$ cat src/rtl/action_mem_ctrl.sv
// action_mem_ctrl: shares the single action_mem read port between match-stage lookups and
// control-plane reads, passes control-plane writes through, forwards same-cycle write data
// into reads, and buffers tagged lookup responses in order against downstream backpressure.
//
// Ports
//   clk, rst_n                       clock, asynchronous active-low reset
//   lk_req_valid/ready/addr/tag      lookup request (from match stage)
//   lk_rsp_valid/ready/data/tag      lookup response (2-deep in-order buffer head)
//   cp_wr_valid/ready/addr/data      control-plane write (never stalls)
//   cp_rd_valid/ready/addr           control-plane read request / grant
//   cp_rd_done, cp_rd_data           read-complete pulse and last read result
//   mem_rd_en/addr, mem_rd_data      action_mem read port (1-cycle registered read)
//   mem_wr_en/addr/data              action_mem write port
module action_mem_ctrl #(
   parameter  int unsigned ENTRIES    = 16,
   parameter  int unsigned ACTION_W   = 64,
   parameter  int unsigned TAG_W      = 8,
   parameter  int unsigned STARVE_MAX = 4,
   localparam int unsigned AW         = $clog2(ENTRIES)
) (
   input  logic                clk,
   input  logic                rst_n,

   input  logic                lk_req_valid,
   output logic                lk_req_ready,
   input  logic [AW-1:0]       lk_req_addr,
   input  logic [TAG_W-1:0]    lk_req_tag,

   output logic                lk_rsp_valid,
   input  logic                lk_rsp_ready,
   output logic [ACTION_W-1:0] lk_rsp_data,
   output logic [TAG_W-1:0]    lk_rsp_tag,

   input  logic                cp_wr_valid,
   output logic                cp_wr_ready,
   input  logic [AW-1:0]       cp_wr_addr,
   input  logic [ACTION_W-1:0] cp_wr_data,

   input  logic                cp_rd_valid,
   output logic                cp_rd_ready,
   input  logic [AW-1:0]       cp_rd_addr,
   output logic                cp_rd_done,
   output logic [ACTION_W-1:0] cp_rd_data,

   output logic                mem_rd_en,
   output logic [AW-1:0]       mem_rd_addr,
   input  logic [ACTION_W-1:0] mem_rd_data,

   output logic                mem_wr_en,
   output logic [AW-1:0]       mem_wr_addr,
   output logic [ACTION_W-1:0] mem_wr_data
);

   localparam int unsigned SW  = $clog2(STARVE_MAX + 1);
   localparam int unsigned OCW = 3;

   // read pipeline stage between issue and data return
   typedef struct packed {
      logic                valid;
      logic                cp;
      logic [TAG_W-1:0]    tag;
      logic                byp;
      logic [ACTION_W-1:0] byp_data;
   } s1_t;

   s1_t                 s1_q;
   s1_t                 s1_d;

   logic [1:0]          fifo_cnt;
   logic                fifo_rd_ptr;
   logic                fifo_wr_ptr;
   logic [ACTION_W-1:0] fifo_data [2];
   logic [TAG_W-1:0]    fifo_tag  [2];

   logic [SW-1:0]       starve_cnt;
   logic [ACTION_W-1:0] cp_data_q;

   logic                s1_lk;
   logic                rsp_pop;
   logic [OCW-1:0]      occ;
   logic                credit;
   logic                cp_force;
   logic                lk_go;
   logic [ACTION_W-1:0] result;

   // write port passthrough
   always_comb begin
      cp_wr_ready = rst_n;
      mem_wr_en   = cp_wr_valid & rst_n;
      mem_wr_addr = cp_wr_addr;
      mem_wr_data = cp_wr_data;
   end

   // read arbitration: lookups win unless the cp read has been starved long enough
   always_comb begin
      s1_lk        = s1_q.valid & ~s1_q.cp;
      rsp_pop      = lk_rsp_valid & lk_rsp_ready;
      // buffered + in-flight lookups after this cycle's pop must leave a free slot
      occ          = OCW'(fifo_cnt) + OCW'(s1_lk) - OCW'(rsp_pop);
      credit       = (occ < OCW'(2));
      cp_force     = cp_rd_valid & (starve_cnt == SW'(STARVE_MAX));
      lk_req_ready = rst_n & credit & ~cp_force;
      lk_go        = lk_req_valid & lk_req_ready;
      cp_rd_ready  = rst_n & cp_rd_valid & (~lk_go | cp_force);
      mem_rd_en    = lk_go | cp_rd_ready;
      mem_rd_addr  = cp_rd_ready ? cp_rd_addr : lk_req_addr;
   end

   // issue-cycle capture, including write data to forward on an address hit
   always_comb begin
      s1_d          = '0;
      s1_d.valid    = mem_rd_en;
      s1_d.cp       = cp_rd_ready;
      s1_d.tag      = lk_req_tag;
      s1_d.byp      = cp_wr_valid & (cp_wr_addr == mem_rd_addr);
      s1_d.byp_data = cp_wr_data;
   end

   // data cycle result and response outputs
   always_comb begin
      result       = s1_q.byp ? s1_q.byp_data : mem_rd_data;
      lk_rsp_valid = (fifo_cnt != 2'd0);
      lk_rsp_data  = lk_rsp_valid ? fifo_data[fifo_rd_ptr] : '0;
      lk_rsp_tag   = lk_rsp_valid ? fifo_tag[fifo_rd_ptr]  : '0;
      cp_rd_done   = s1_q.valid & s1_q.cp;
      cp_rd_data   = cp_rd_done ? result : cp_data_q;
   end

   // pipeline stage register; reset drops any in-flight read
   always_ff @(posedge clk or negedge rst_n) begin
      if (!rst_n) begin
         s1_q <= '0;
      end else begin
         s1_q <= s1_d;
      end
   end

   // 2-entry in-order response buffer
   always_ff @(posedge clk or negedge rst_n) begin
      if (!rst_n) begin
         fifo_cnt     <= 2'd0;
         fifo_rd_ptr  <= 1'b0;
         fifo_wr_ptr  <= 1'b0;
         fifo_data[0] <= '0;
         fifo_data[1] <= '0;
         fifo_tag[0]  <= '0;
         fifo_tag[1]  <= '0;
      end else begin
         if (s1_lk) begin
            fifo_data[fifo_wr_ptr] <= result;
            fifo_tag[fifo_wr_ptr]  <= s1_q.tag;
            fifo_wr_ptr            <= ~fifo_wr_ptr;
         end
         if (rsp_pop) begin
            fifo_rd_ptr <= ~fifo_rd_ptr;
         end
         unique case ({s1_lk, rsp_pop})
            2'b10:   fifo_cnt <= fifo_cnt + 2'd1;
            2'b01:   fifo_cnt <= fifo_cnt - 2'd1;
            default: fifo_cnt <= fifo_cnt;
         endcase
      end
   end

   // consecutive cycles a waiting cp read lost the port
   always_ff @(posedge clk or negedge rst_n) begin
      if (!rst_n) begin
         starve_cnt <= '0;
      end else if (cp_rd_valid && !cp_rd_ready) begin
         if (starve_cnt != SW'(STARVE_MAX)) begin
            starve_cnt <= starve_cnt + SW'(1);
         end
      end else begin
         starve_cnt <= '0;
      end
   end

   // hold last cp read result between completions
   always_ff @(posedge clk or negedge rst_n) begin
      if (!rst_n) begin
         cp_data_q <= '0;
      end else if (cp_rd_done) begin
         cp_data_q <= result;
      end
   end

endmodule

$ cat config.mk
export PLATFORM = sky130hd
export DESIGN_NAME = action_mem_ctrl
export DESIGN_NICKNAME = d
export VERILOG_FILES = /design/src/rtl/action_mem_ctrl.sv
export SDC_FILE = /design/constraint.sdc
export NUM_CORES = 1
export LEC_CHECK = 0
export ABC_CLOCK_PERIOD_IN_PS = 3870
export BUFFER_PORTS_ARGS = -buffer_cell sky130_fd_sc_hd__clkbuf_2
export CAP_MARGIN = 0
export CORE_MARGIN = 3
export CORE_UTILIZATION = 51
export CTS_CLUSTER_SIZE = 25
export DETAILED_ROUTE_END_ITERATION = 6
export GPL_TIMING_DRIVEN = 0
export HOLD_SLACK_MARGIN = 0.12
export PLACE_DENSITY = 0.77
export RECOVER_POWER = 50
export SETUP_SLACK_MARGIN = 0.1
export SLEW_MARGIN = 20
export SYNTH_ARGS = -nofsm -noshare
export SYNTH_HDL_FRONTEND = slang
export SYNTH_SLANG_ARGS = --single-unit
$ cat constraint.sdc
create_clock -name clk -period 3.87 [get_ports clk]
set_input_delay 0 -clock clk [delete_from_list [all_inputs] [get_ports clk]]
set_output_delay 0 -clock clk [all_outputs]
set_load 0.01 [all_outputs]
Word-level counts from Yosys, hierarchy flattened
Cells that the tools add are included.
W data, S select, Z words.

storage, ports and cells
  bits in registers = 290
  input bits = 154
  logic and storage cells = 74

operators by class
  add/sub/neg operators = 5
  order comparisons = 4
  eq/ne operators = 6
  multiplexer cells = 20
  bitwise gates (word level) = 20
  reductions and logical operators = 5

operators with widths
  cell                   number
  $mux W64               7
  $bwmux W128            1
  $demux W64 S1          1
  $mux W8                5
  $bwmux W16             1
  $and A1 B1 Y1          11
  $demux W8 S1           1
  $mux W3                2
  $not A1 Y1             5
  $eq A4 B4 Y1           1
  $ge A2 B2 Y1 const B   2
  $mux W4                1
  $not A1 Y2             2
  $pmux W2 S2            1
  $reduce_bool A2 Y1     2
  $add A2 B1 Y3          1
  $add A3 B1 Y3 const B  1
  $eq A3 B3 Y1 const B   1
  $lt A3 B2 Y1 const B   1
  $ne A3 B3 Y1 const B   1
  $sub A3 B1 Y3          1
  $add A2 B1 Y2 const B  1
  $eq A2 B1 Y1 const B   1
  $eq A2 B2 Y1 const B   1
  other kinds (6)        8

Longest topological paths before layout
Gate-level depths: netlist (run 1).

  depth in word-level cells = 14
  gate-level depth with buffers = 11
  gate-level depth less buffers = 11

Worst setup path before layout (run 1)
No wires, ideal clock.

  kind = register to register
  from = register fifo_cnt[1]
  to = register s1_q[64] in the netlist's numbering
  arrival = 3252 ps
  setup slack = 498 ps
  cell stages (with the launch flop) = 12
  buffers on the path = 0
  period minus slack after synthesis = 3372 ps
  path through = dfrtp_1 > nor2_1 > inv_1 > and2_1 > ha_1 > nand2b_1 > fa_1 > xnor2_1 > a41oi_4 > mux2_4 > xnor2_1 > and3_1

RTL lines
  element                 RTL line  source
  from (decl)             69        logic [1:0] fifo_cnt;
  from (signal assigned)  158       2'b10: fifo_cnt <= fifo_cnt + 2'd1;
  from (signal assigned)  159       2'b01: fifo_cnt <= fifo_cnt - 2'd1;
  from (signal assigned)  160       default: fifo_cnt <= fifo_cnt;
  to (signal assigned)    132       s1_q <= '0;
  to (signal assigned)    134       s1_q <= s1_d;
  to (decl)               66        s1_t s1_q;

Final worst setup path (run 1)
  from = register fifo_cnt[1]
  to = output mem_rd_addr[0]

between the ends
  cells in the longest elaborated chain, start to end = 11
  elaborated cells between the ends (all ways) = 12

RTL lines
  element                     RTL line  source
  $reduce_bool A2 Y1          122       lk_rsp_valid = (fifo_cnt != 2'd0);
  $and A1 B1 Y1               97        rsp_pop = lk_rsp_valid & lk_rsp_ready;
  named net rsp_pop           79        logic rsp_pop;
  $sub A3 B1 Y3               99        occ = OCW'(fifo_cnt) + OCW'(s1_lk) - OCW'(rsp_pop);
  $lt A3 B2 Y1                100       credit = (occ < OCW'(2));
  $and A1 B1 Y1 (2 in a row)  102       lk_req_ready = rst_n & credit & ~cp_force;
  $and A1 B1 Y1               103       lk_go = lk_req_valid & lk_req_ready;
  $not A1 Y1                  104       cp_rd_ready = rst_n & cp_rd_valid & (~lk_go | cp_force);
  $or A1 B1 Y1                104
  $and A1 B1 Y1               104
  $mux W4                     106       mem_rd_addr = cp_rd_ready ? cp_rd_addr : lk_req_addr;
  to (decl)                   46        output logic [AW-1:0] mem_rd_addr,

The timed path passes the listed nets, and every way through them passes these cells.

==> flow_summary_export.csv, run 1 <==
group,metric,value,unit
worst_setup_path,worst_ep_required_time,3.87,ns
global_routing,global_route_wire_length_before_repair,62260,um
clocking,htree_num_levels,1,
synth,ys_warns,0,
clocking,cts_tree,"done",
routing,vias,10803,
synth,yosys.area.top_type,"sky130_fd_sc_hd__dfrtp_1",
synth,synth-edff-count,0,
run,drv.max_cap_violation_count,2,
sta,setup_repair_after_global_routing_missed_its_margin,"no",
routing,drt-total-wl,39440,um
clocking,tritoncts.num_buffers,30,
synth,yosys.area.top_type_share,60.57,%
worst_setup_path,timing.critical_path.max_delay_family,"adder cells",
sta,post-route-min-period,3.600,ns
clocking,ctsLongestPathBuffers,3,
sta,skew,0.009580,ns
synth,synth_seq_area_share,60.57,%
synth,mapped_cell_area,11980,um2
power,ir_drop,0.4401,mV
cells_and_area,multi_input_area,3926,um2
floorplanning,floorplan.core_area,22850,um2
worst_setup_path,critPathCaptureType,"output port",
min_path,hold_class,"input port to flop",
floorplanning,ports,369,
floorplanning,fp-row-count,55,
global_routing,grt_start_max_net_pins,90,
routing,route.detailed.drc,0,
global_routing,grtUsageTotal,30.57,%
sta,number_of_max_slew_violations_in_the_final_report,129,
power,power.static_leakage,8.008,nW
cells_and_area,layout.nets,1864,
placement,preCtsSetupSlack,0.04150,ns
worst_setup_path,worst-path-buf-inv,2,
synth,synth_seq_cells,290,
cells_and_area,flow.area_growth_from_synthesis,43.77,%
sta,setup-violations-final,0,
sta,fmax,277.8,MHz
cells_and_area,final_layout_size_suffix_gt1_share,24.33,%
synth,netlist_top_cells_area,"sky130_fd_sc_hd__dfrtp_1 (61%), sky130_fd_sc_hd__mux2i_1 (11%), sky130_fd_sc_hd__nor2_1 (6.4%), sky130_fd_sc_hd__a21oi_1 (5.4%), sky130_fd_sc_hd__buf_4 (4.3%)",
cells_and_area,final-seq-area,7257,um2
global_routing,via_count_of_the_first_global_routing_pass,11764,
placement,place_congestion,0.7817,
placement,hpwlAfterDp,22900,um
routing,postRouteAntennaNets,0,
power,power.density,745.8,nW/um2
outcome,run_status,"finished, violations left",
sta,min_period_over_period,93.03,%
worst_setup_path,worst-endpoint-arrival,3.60,ns
global_routing,globalRouteOverflowTotal,0,
clocking,tritoncts_num_sinks,290,
worst_setup_path,critical_path.cell_chain,"nor2_4 -> inv_1 -> and2_0 -> ha_1 -> nand2b_1 -> fa_1 -> xnor2_2 -> a41oi_4 -> mux2_2 -> clkbuf_2",
sta,total_neg_setup_slack,0,ns
sta,timing.max_slew.rel_slack,-46.35,%
placement,place.port_buffers,368,
global_routing,initial_antenna_violation_count,1,
sta,slew_at_the_pin_with_the_worst_max_slew_slack,2.195,ns
synth,yosys.cell_types.count,28,
routing,wl_per_cell,19.33,um
synth,synth_async_sr_flop_share,100.0,%
clocking,clock_latency,0.55,ns
synth,syn-num-nets,1252,
routing,drt-pass1-iter-count,6,
floorplanning,die_area,25370,um2
worst_setup_path,critPathMaxStageDelay,0.48,ns
clocking,worst_setup_hold_path_clk_slew,0.06,ns
floorplanning,floorplan.initialDensity,52.44,%
cells_and_area,fill_cell_total_of_the_finished_layout,1508,
floorplanning,fp.dieW,159.3,um
synth,synth_ff_type,"sky130_fd_sc_hd__dfrtp_1",
routing,vias_per_cell,5.296,
sta,final.setup.worst_slack,0.2699,ns
worst_setup_path,worst-setup-path-type,"flop to output port",
worst_setup_path,path_max_fanout,11,
worst_setup_path,crit_path_top_delay_cell,"sky130_fd_sc_hd__dfrtp_1",
outcome,failed_checks,"max-capacitance violations, max-slew violations",
sta,hold_viol_final,0,
routing,drt_first_iter_violations,596,
floorplanning,die_height,159.3,um
clocking,clock_tree.root_cell,"sky130_fd_sc_hd__clkbuf_16",
synth,postSynthCellCount,1093,
synth,synth_area_per_cell,10.96,um2
worst_setup_path,setup.worst_path.start_class,"flop",
-- stage by stage --
step           instances  utilization [%]  power [mW]  instance area (um2)  hold slack, ns
4_1_cts             2038            76.13       12.72                17390          0.1211
5_1_grt             2040            75.39       13.59                17230          0.1279
3_5_place_dp        1777            62.63       9.614                14310        -0.05028
3_3_place_gp        1774            62.22       9.446                14210          0.1097
2_1_floorplan       1093                -       7.524                11980         -0.2956
6_report            2040            75.39       12.85                17230          0.1385
-- sequential cells by signal (all words and copies together), names as in the netlist --
name and flops:
starve_cnt 3, fifo_tag 16, fifo_rd_ptr 1, fifo_cnt 2, fifo_data 128, fifo_wr_ptr 1, s1_q 75, cp_data_q 64
-- path summary, 6_finish.rpt --
kind	start	endpoint	slack, ns	cells after the start
setup / recovery	fifo_cnt[1]	mem_rd_addr[0]	0.27	10
hold / removal	lk_req_tag[4]	s1_q[69]	0.14	2
setup reg to reg	fifo_cnt[1]	s1_q[64]	0.28	12
hold reg to reg	fifo_data[11]	fifo_data[11]	0.48	2
max in group asynchronous	rst_n	cp_data_q[61]	1.04	4
min in group asynchronous	rst_n	cp_data_q[29]	0.79	4
-- cells in the mapped netlist, types with 7 or more instances --
| cell type | n |
|---|---|
| sky130_fd_sc_hd__nand2_1 | 69 |
| sky130_fd_sc_hd__buf_4 | 69 |
| sky130_fd_sc_hd__mux2i_1 | 136 |
| sky130_fd_sc_hd__dfrtp_1 | 290 |
| sky130_fd_sc_hd__buf_2 | 20 |
| sky130_fd_sc_hd__nor2_1 | 205 |
| sky130_fd_sc_hd__mux2_2 | 19 |
| sky130_fd_sc_hd__inv_1 | 7 |
| sky130_fd_sc_hd__a21oi_1 | 130 |
| sky130_fd_sc_hd__clkbuf_1 | 41 |
| sky130_fd_sc_hd__o21ai_0 | 67 |
| sky130_fd_sc_hd__xnor2_1 | 9 |
-- power by group --
group / switching, mW / internal [mW] / total, mW / leakage (nW)
Clock: 1.18 / 1.72 / 2.90 / 0.490
Combinational: 3.21 / 2.08 / 5.29 / 4.21
Sequential: 0.528 / 4.13 / 4.65 / 3.31
Total: 4.91 / 7.93 / 12.8 / 8.01
-- layer usage --
layer	global-route usage (%)	vias to the layer above	wire length, um
li1	-	4798	-
met1	34.50	5303	14070
met2	54.35	544	20050
met3	6.894	158	2913
met4	15.76	0	2409
met5	0	-	0
-- placed cells by master, fill, tap and decap left out, drive strengths merged, types with 2 or more instances in the layout --
master,instances
nand2b,4
nand2,69
dlygate4sd3,207
inv,7
o21ai,67
ha,4
clkbuf,471
nand3,2
and2,3
nor2,205
mux2i,136
mux2,20
a21oi,130
a31oi,3
bufinv,2
dfrtp,290
xnor2,9
clkinv,5
xor2,2
buf,82
-- cell families after synthesis --
kind of cell	count (synthesis)	synth area share, %
buffers and inverters	141	6.788
XOR/XNOR	11	0.8042
flip-flops	290	60.57
adder cells (fa/ha/maj)	5	0.5848
multiplexers	156	13.27
AO/OA/AOI/OAI	202	8.688
AND/OR/NAND/NOR	288	9.294
-- area by class of cell --
type | count | area share [%]
Buffer | 134 | 4.525
Tap cell | 313 | 2.274
Clock buffer | 46 | 5.237
Antenna cell | 1 | 0.01453
Sequential cell | 290 | 42.13
Inverter | 7 | 0.1525
Timing Repair Buffer | 580 | 22.36
Clock inverter | 7 | 0.5157
Multi-Input combinational cell | 662 | 22.79
-- what timing repair did --
action                     in CTS  in global routing
pin swaps                       1                  0
hold buffers                  207                  1
resized for setup               1                  1
hold endpoints to repair      479                  1
setup endpoints to repair       8                  1
setup buffers                   1                  0
Power figures use the tool's default switching activity.
==> inputs of run 2 (changes only) <==
- PLACE_DENSITY: 0.77 -> default
- PLACE_DENSITY_LB_ADDON: default -> 0.12
==> run 2 against run 1 <==
The run still ends with max-capacitance violations, max-slew violations left. Largest power group unchanged. Wire length is 6.3% lower. Largest cell class unchanged. Maximum frequency is 0.56% lower. Critical path type is now flop to flop. Critical endpoint is now s1_q[64]. Sequential power hardly changed.
==> flow_summary_export.csv, run 2 (synthesized netlist as in run 1, its figures left out) <==
group,metric,value,unit
outcome,run_status,"finished, violations left",
outcome,failed_checks,"max-capacitance violations, max-slew violations",
sta,post-route-min-period,3.621,ns
worst_setup_path,setup.worst_path.start_class,"flop",
worst_setup_path,rr_worst_depth,12,
worst_setup_path,crit_cells,12,
cells_and_area,regMostFlops,"fifo_data",
routing,vias_per_cell,5.071,
power,power.combinational.fraction,40.8,%
worst_setup_path,regToRegStartpoint,"fifo_cnt[1]",
floorplanning,die_height,159.3,um
floorplanning,floorplan.initialDensity,52.44,%
power,power_report.internal_total,7.975,mW
sta,hold_viol_final,0,
routing,drt_first_iter_violations,559,
power,power.density,737.5,nW/um2
routing,wl_per_cell,18.03,um
worst_setup_path,worst_ep_required_time,4.31,ns
sta,setup_repair_after_global_routing_missed_its_margin,"no",
power,p_seq_share,36.3,%
sta,min_period_over_period,93.55,%
global_routing,globalRouteOverflowTotal,0,
worst_setup_path,critPathCaptureType,"flop",
worst_setup_path,timing.critical_path.max_delay_family,"adder cells",
worst_setup_path,critical_path.endpoint,"s1_q[64]",
cells_and_area,most-common-layout-cells,"sky130_fd_sc_hd__dfrtp_1 (290), sky130_fd_sc_hd__clkbuf_2 (258), sky130_fd_sc_hd__dlygate4sd3_1 (208)",
worst_setup_path,worst-path-buf-inv,2,
clocking,tritoncts.num_buffers,30,
global_routing,via_count_of_the_first_global_routing_pass,10955,
worst_setup_path,crit_path_top_delay_cell,"sky130_fd_sc_hd__dlygate4sd3_1",
cells_and_area,finalCoreUtilization,75.68,%
placement,preCtsSetupSlack,0.1140,ns
cells_and_area,final_layout_size_suffix_gt1_share,24.63,%
placement,place_congestion,0.7932,
worst_setup_path,critPathMaxStageDelay,0.57,ns
cells_and_area,flow.area_growth_from_synthesis,44.32,%
cells_and_area,biggestRegsByFlops,"fifo_data (128), s1_q (75), cp_data_q (64)",
routing,postRouteAntennaNets,0,
run,drv.max_cap_violation_count,1,
clocking,htree_num_levels,1,
power,power_frac_clock,22.9,%
floorplanning,floorplan.core_area,22850,um2
worst_setup_path,path_max_fanout,7,
sta,slew_at_the_pin_with_the_worst_max_slew_slack,1.581,ns
global_routing,grtUsageTotal,28.90,%
floorplanning,fp.dieW,159.3,um
worst_setup_path,crit_start,"fifo_cnt[1]",
sta,setup-violations-final,0,
sta,total_neg_setup_slack,0,ns
power,switchingPower,4.777,mW
sta,skew,0.01945,ns
worst_setup_path,worst-setup-path-type,"flop to flop",
worst_setup_path,rrSetupSlack,0.25,ns
clocking,ctsLongestPathBuffers,3,
sta,final.setup.worst_slack,0.2494,ns
routing,drt-pass1-iter-count,4,
power,power.static_leakage,8.049,nW
floorplanning,die_area,25370,um2
routing,vias,10391,
sta,fmax,276.2,MHz
cells_and_area,commonest_non_fill_non_tap_cell_in_the_layout,"sky130_fd_sc_hd__dfrtp_1",
sta,number_of_max_slew_violations_in_the_final_report,65,
floorplanning,fp-row-count,55,
clocking,cts_tree,"done",
worst_setup_path,worst-endpoint-arrival,4.06,ns
global_routing,initial_antenna_violation_count,2,
clocking,worst_setup_hold_path_clk_slew,0.06,ns
sta,timing.max_slew.rel_slack,-5.389,%
routing,drt-total-wl,36950,um
worst_setup_path,critical_path.cell_chain,"nor2_4 -> inv_1 -> and2_1 -> ha_1 -> nand2b_1 -> fa_1 -> xnor2_2 -> a41oi_4 -> mux2_4 -> xnor2_1 -> dlygate4sd3_1 -> and3_1",
power,ir_drop,0.4456,mV
placement,hpwlAfterDp,22790,um
global_routing,grt_start_max_net_pins,89,
min_path,hold_class,"input port to flop",
power,switching_share,37.46,%
sta,worst_hold_check_slack,0.1316,ns
routing,route.detailed.drc,0,
cells_and_area,layout.nets,1869,
placement,place.port_buffers,368,
cells_and_area,flip_flop_count_of_the_largest_register_after_layout,128,
clocking,clock_tree.root_cell,"sky130_fd_sc_hd__clkbuf_16",
clocking,clock_latency,0.55,ns
floorplanning,ports,369,
global_routing,global_route_wire_length_before_repair,59260,um
worst_setup_path,rr_endpoint,"s1_q[64]",
clocking,tritoncts_num_sinks,290,
==> run 2: worst min-delay path by stage <==
| stage | start | endpoint | slack (ns) | cells after the start |
|---|---|---|---|---|
| floorplan | rst_n | cp_data_q[0] | -0.30 | 0 |
| global route | lk_req_tag[2] | s1_q[67] | 0.12 | 2 |
| finish | lk_req_tag[6] | s1_q[71] | 0.13 | 2 |
| global placement | lk_req_tag[6] | s1_q[71] | 0.11 | 1 |
| detailed placement | rst_n | s1_q[62] | 0.02 | 1 |
| CTS | cp_wr_data[29] | s1_q[29] | 0.12 | 2 |
==> run 2: power by group through the flow <==
stage	clock, mW	combinational (mW)	sequential, mW
floorplan	0	3.00	4.52
global placement	0	4.86	4.61
detailed placement	0	4.96	4.65
CTS	2.97	5.17	4.61
global route	3.11	5.71	4.74
finish	2.93	5.20	4.63
==> run 2: repair_timing <==
item,4_1_cts,5_1_grt
endpoints found under the setup margin,7,1
buffers inserted,1,4
endpoints found under the hold margin,420,1
pin swaps,1,1
gates resized for setup,1,1
hold buffers,208,1
==> run 2: layout make-up <==
cell class,count,area [um2]
Antenna cell,2,5.005
Buffer,134,787.0
Clock buffer,42,867.1
Clock inverter,14,145.1
Fill cell,1611,5555
Inverter,7,26.28
Multi-Input combinational cell,662,3926
Sequential cell,290,7257
Tap cell,313,391.6
Timing Repair Buffer,585,3886
==> run 2: worst reg2reg max path, stage by stage (launching register included) <==
cell	delay [ns]
sky130_fd_sc_hd__dfrtp_1	0.48
sky130_fd_sc_hd__nor2_4	0.14
sky130_fd_sc_hd__inv_1	0.07
sky130_fd_sc_hd__and2_1	0.19
sky130_fd_sc_hd__ha_1	0.33
sky130_fd_sc_hd__nand2b_1	0.18
sky130_fd_sc_hd__fa_1	0.44
sky130_fd_sc_hd__xnor2_2	0.26
sky130_fd_sc_hd__a41oi_4	0.21
sky130_fd_sc_hd__mux2_4	0.35
sky130_fd_sc_hd__xnor2_1	0.12
sky130_fd_sc_hd__dlygate4sd3_1	0.57
sky130_fd_sc_hd__and3_1	0.19
==> run 2: layer usage <==
layer  routed length [um]  GRT usage (%)
met2                19070          51.41
met4                 1367          9.232
met1                14220          35.22
met3                 2301          6.296
met5                    0              0
==> run 2: stage by stage <==
step / std cells / area (um2) / total power [mW]
2_1_floorplan: 1093 / 11980 / 7.524
3_3_place_gp: 1774 / 14210 / 9.470
3_5_place_dp: 1777 / 14310 / 9.610
4_1_cts: 2042 / 17430 / 12.75
5_1_grt: 2049 / 17290 / 13.57
6_report: 2049 / 17290 / 12.75
==> inputs of run 3 (changes only) <==
- REMOVE_ABC_BUFFERS: default -> 1
==> run 3 against run 2 <==
The flow still finishes with violations (max-capacitance violations, max-slew violations). Largest cell class unchanged. Register-to-register slack is essentially flat. Critical path depth unchanged. First-iteration DRC count fell by 11%. Critical endpoint unchanged. Clock power increased by 5%. Utilization is 1.4 points lower. Clock-buffer cell count rose by 1. Flip-flop and latch count is the same. Die area unchanged. Final cell count shrank 5.6%.
==> flow_summary_export.csv, run 3 (synthesized netlist as in run 1, its figures left out) <==
group,metric,value,unit
global_routing,grt_util_met1,31.54,%
cells_and_area,regMostFlops,"fifo_data",
routing,drt-pass1-iter-count,5,
power,totalPowerFinal,12.90,mW
sta,final.setup.worst_slack,0.2353,ns
power,switchingPower,4.714,mW
clocking,cts_tree,"done",
clocking,tritoncts.num_buffers,31,
worst_setup_path,crit_start,"fifo_cnt[1]",
power,power.static_leakage,7.759,nW
worst_setup_path,regToRegStartpoint,"fifo_cnt[1]",
sta,worst_hold_check_slack,0.1541,ns
cells_and_area,layout.nets,1757,
routing,drt_first_iter_violations,496,
placement,place_congestion,0.7674,
worst_setup_path,worst-endpoint-arrival,4.06,ns
global_routing,global_route_wire_length_before_repair,54630,um
min_path,hp-start,"lk_req_tag[1]",
floorplanning,fp.dieW,159.3,um
global_routing,initial_antenna_violation_count,0,
power,power.combinational.fraction,39.3,%
worst_setup_path,critPathCaptureType,"flop",
sta,skew,0.01321,ns
routing,vias_per_cell,5.020,
power,switching_share,36.56,%
cells_and_area,most-common-layout-cells,"sky130_fd_sc_hd__dfrtp_1 (290), sky130_fd_sc_hd__clkbuf_2 (258), sky130_fd_sc_hd__dlygate4sd3_1 (215)",
clocking,htree_num_levels,1,
floorplanning,floorplan.core_area,22850,um2
clocking,worst_setup_hold_path_clk_slew,0.06,ns
outcome,run_status,"finished, violations left",
routing,wl_per_cell,17.21,um
cells_and_area,flow.area_growth_from_synthesis,41.58,%
sta,hold_viol_final,0,
floorplanning,die_area,25370,um2
sta,post-route-min-period,3.635,ns
clocking,ctsLongestPathBuffers,3,
worst_setup_path,setup.worst_path.start_class,"flop",
global_routing,grt_start_max_net_pins,88,
placement,place.port_buffers,368,
global_routing,gr-usage-met3,4.891,%
sta,slew_at_the_pin_with_the_worst_max_slew_slack,2.716,ns
floorplanning,ports,369,
routing,postRouteAntennaNets,0,
worst_setup_path,worst_ep_required_time,4.30,ns
routing,route.detailed.drc,0,
placement,hpwlAfterDp,19540,um
power,p_seq_share,36.8,%
run,drv.max_cap_violation_count,3,
cells_and_area,commonest_non_fill_non_tap_cell_in_the_layout,"sky130_fd_sc_hd__dfrtp_1",
routing,vias,9713,
floorplanning,floorplan.initialDensity,52.44,%
outcome,failed_checks,"max-capacitance violations, max-slew violations",
global_routing,globalRouteOverflowTotal,0,
cells_and_area,final_layout_size_suffix_gt1_share,22.07,%
power,ir_drop,0.4348,mV
floorplanning,die_height,159.3,um
global_routing,grtUsageTotal,26.36,%
clocking,tritoncts_num_sinks,290,
sta,timing.max_slew.rel_slack,-81.04,%
sta,number_of_max_slew_violations_in_the_final_report,117,
clocking,clock_latency,0.54,ns
global_routing,globalRoute.busiestLayer,"met2",
power,power_report.internal_total,8.182,mW
power,power.density,760.2,nW/um2
worst_setup_path,worst-setup-path-type,"flop to flop",
worst_setup_path,path_max_fanout,11,
sta,min_period_over_period,93.92,%
floorplanning,fp-row-count,55,
placement,dp.cells,1660,
sta,fmax,275.1,MHz
sta,setup-violations-final,0,
cells_and_area,antenna_cells_inserted,0,
clocking,clock_tree.root_cell,"sky130_fd_sc_hd__clkbuf_16",
min_path,hold_class,"input port to flop",
placement,preCtsSetupSlack,0.1376,ns
sta,setup_repair_after_global_routing_missed_its_margin,"no",
power,power_frac_clock,23.9,%
global_routing,via_count_of_the_first_global_routing_pass,10269,
routing,drt-total-wl,33300,um
cells_and_area,flip_flop_count_of_the_largest_register_after_layout,128,
cells_and_area,post_layout_nonfiller_instances,1935,
cells_and_area,biggestRegsByFlops,"fifo_data (128), s1_q (75), cp_data_q (64)",
global_routing,grtUsageMet2,47.42,%
[run 3: changes by cell type in the layout (fill, tap and decap cells not counted), sizes merged]
| cell | change |
|---|---|
| buf | -66 |
| clkbuf | -54 |
| dlygate4sd3 | +7 |
| clkinv | -4 |
| clkinvlp | +2 |
| diode | -2 |
| bufinv | +1 |
| inv | +1 |
| nor2 | +1 |
[run 3: layer usage]
metal  up-vias  part of all wire (%)
met5         -                     0
met2       341                    52
met3        93                   5.6
met1      4683                    39
li1       4596                     -
met4         0                   4.1
[run 3: power by group through the flow]
stage,clock network (mW),logic [mW],registers [mW]
floorplan,0,2.82,4.69
global placement,0,4.65,4.85
detailed placement,0,4.79,4.78
CTS,3.13,5.01,4.73
global route,3.26,5.59,4.88
finish,3.08,5.07,4.75
[run 3: stage by stage]
step | util (%) | area [um2] | setup TNS, ns
2_1_floorplan | - | 11190 | -122.79
3_3_place_gp | 58.77 | 13430 | -1535.31
3_5_place_dp | 60.67 | 13860 | 0
5_1_grt | 74.25 | 16960 | 0
4_1_cts | 74.99 | 17130 | 0
6_report | 74.25 | 16960 | 0
[run 3: repair_timing]
item	CTS	global route
endpoints found under the setup margin	4	1
buffers inserted	1	0
pin swaps	1	0
gates cloned	1	0
hold endpoints to repair	477	0
hold buffers	216	0
resized for setup	0	1
[run 3: area by class of cell]
cell class | count | area, um2
Timing Repair Buffer | 605 | 4267
Sequential cell | 290 | 7257
Inverter | 7 | 26.28
Fill cell | 1630 | 5883
Clock buffer | 43 | 900.9
Multi-Input combinational cell | 663 | 3943
Clock inverter | 14 | 178.9
Tap cell | 313 | 391.6
[run 3: path summary, 6_finish.rpt]
check / to / slack, ns / cells past startpoint
max in group asynchronous: fifo_tag[0] / 0.61 / 4
setup reg to reg: s1_q[64] / 0.24 / 12
min in group asynchronous: fifo_tag[15] / 0.72 / 4
hold reg to reg: fifo_data[2] / 0.48 / 2
hold / removal: s1_q[66] / 0.15 / 2
setup / recovery: s1_q[64] / 0.24 / 12
[run 3: critical path: stages (launching register included)]
cell	delay [ns]
sky130_fd_sc_hd__dfrtp_1	0.52
sky130_fd_sc_hd__nor2_4	0.17
sky130_fd_sc_hd__inv_1	0.06
sky130_fd_sc_hd__and2_1	0.19
sky130_fd_sc_hd__ha_1	0.34
sky130_fd_sc_hd__nand2b_1	0.18
sky130_fd_sc_hd__fa_1	0.44
sky130_fd_sc_hd__xnor2_2	0.26
sky130_fd_sc_hd__a41oi_4	0.27
sky130_fd_sc_hd__a31oi_1	0.24
sky130_fd_sc_hd__o21ai_0	0.11
sky130_fd_sc_hd__dlygate4sd3_1	0.57
sky130_fd_sc_hd__and3_1	0.16
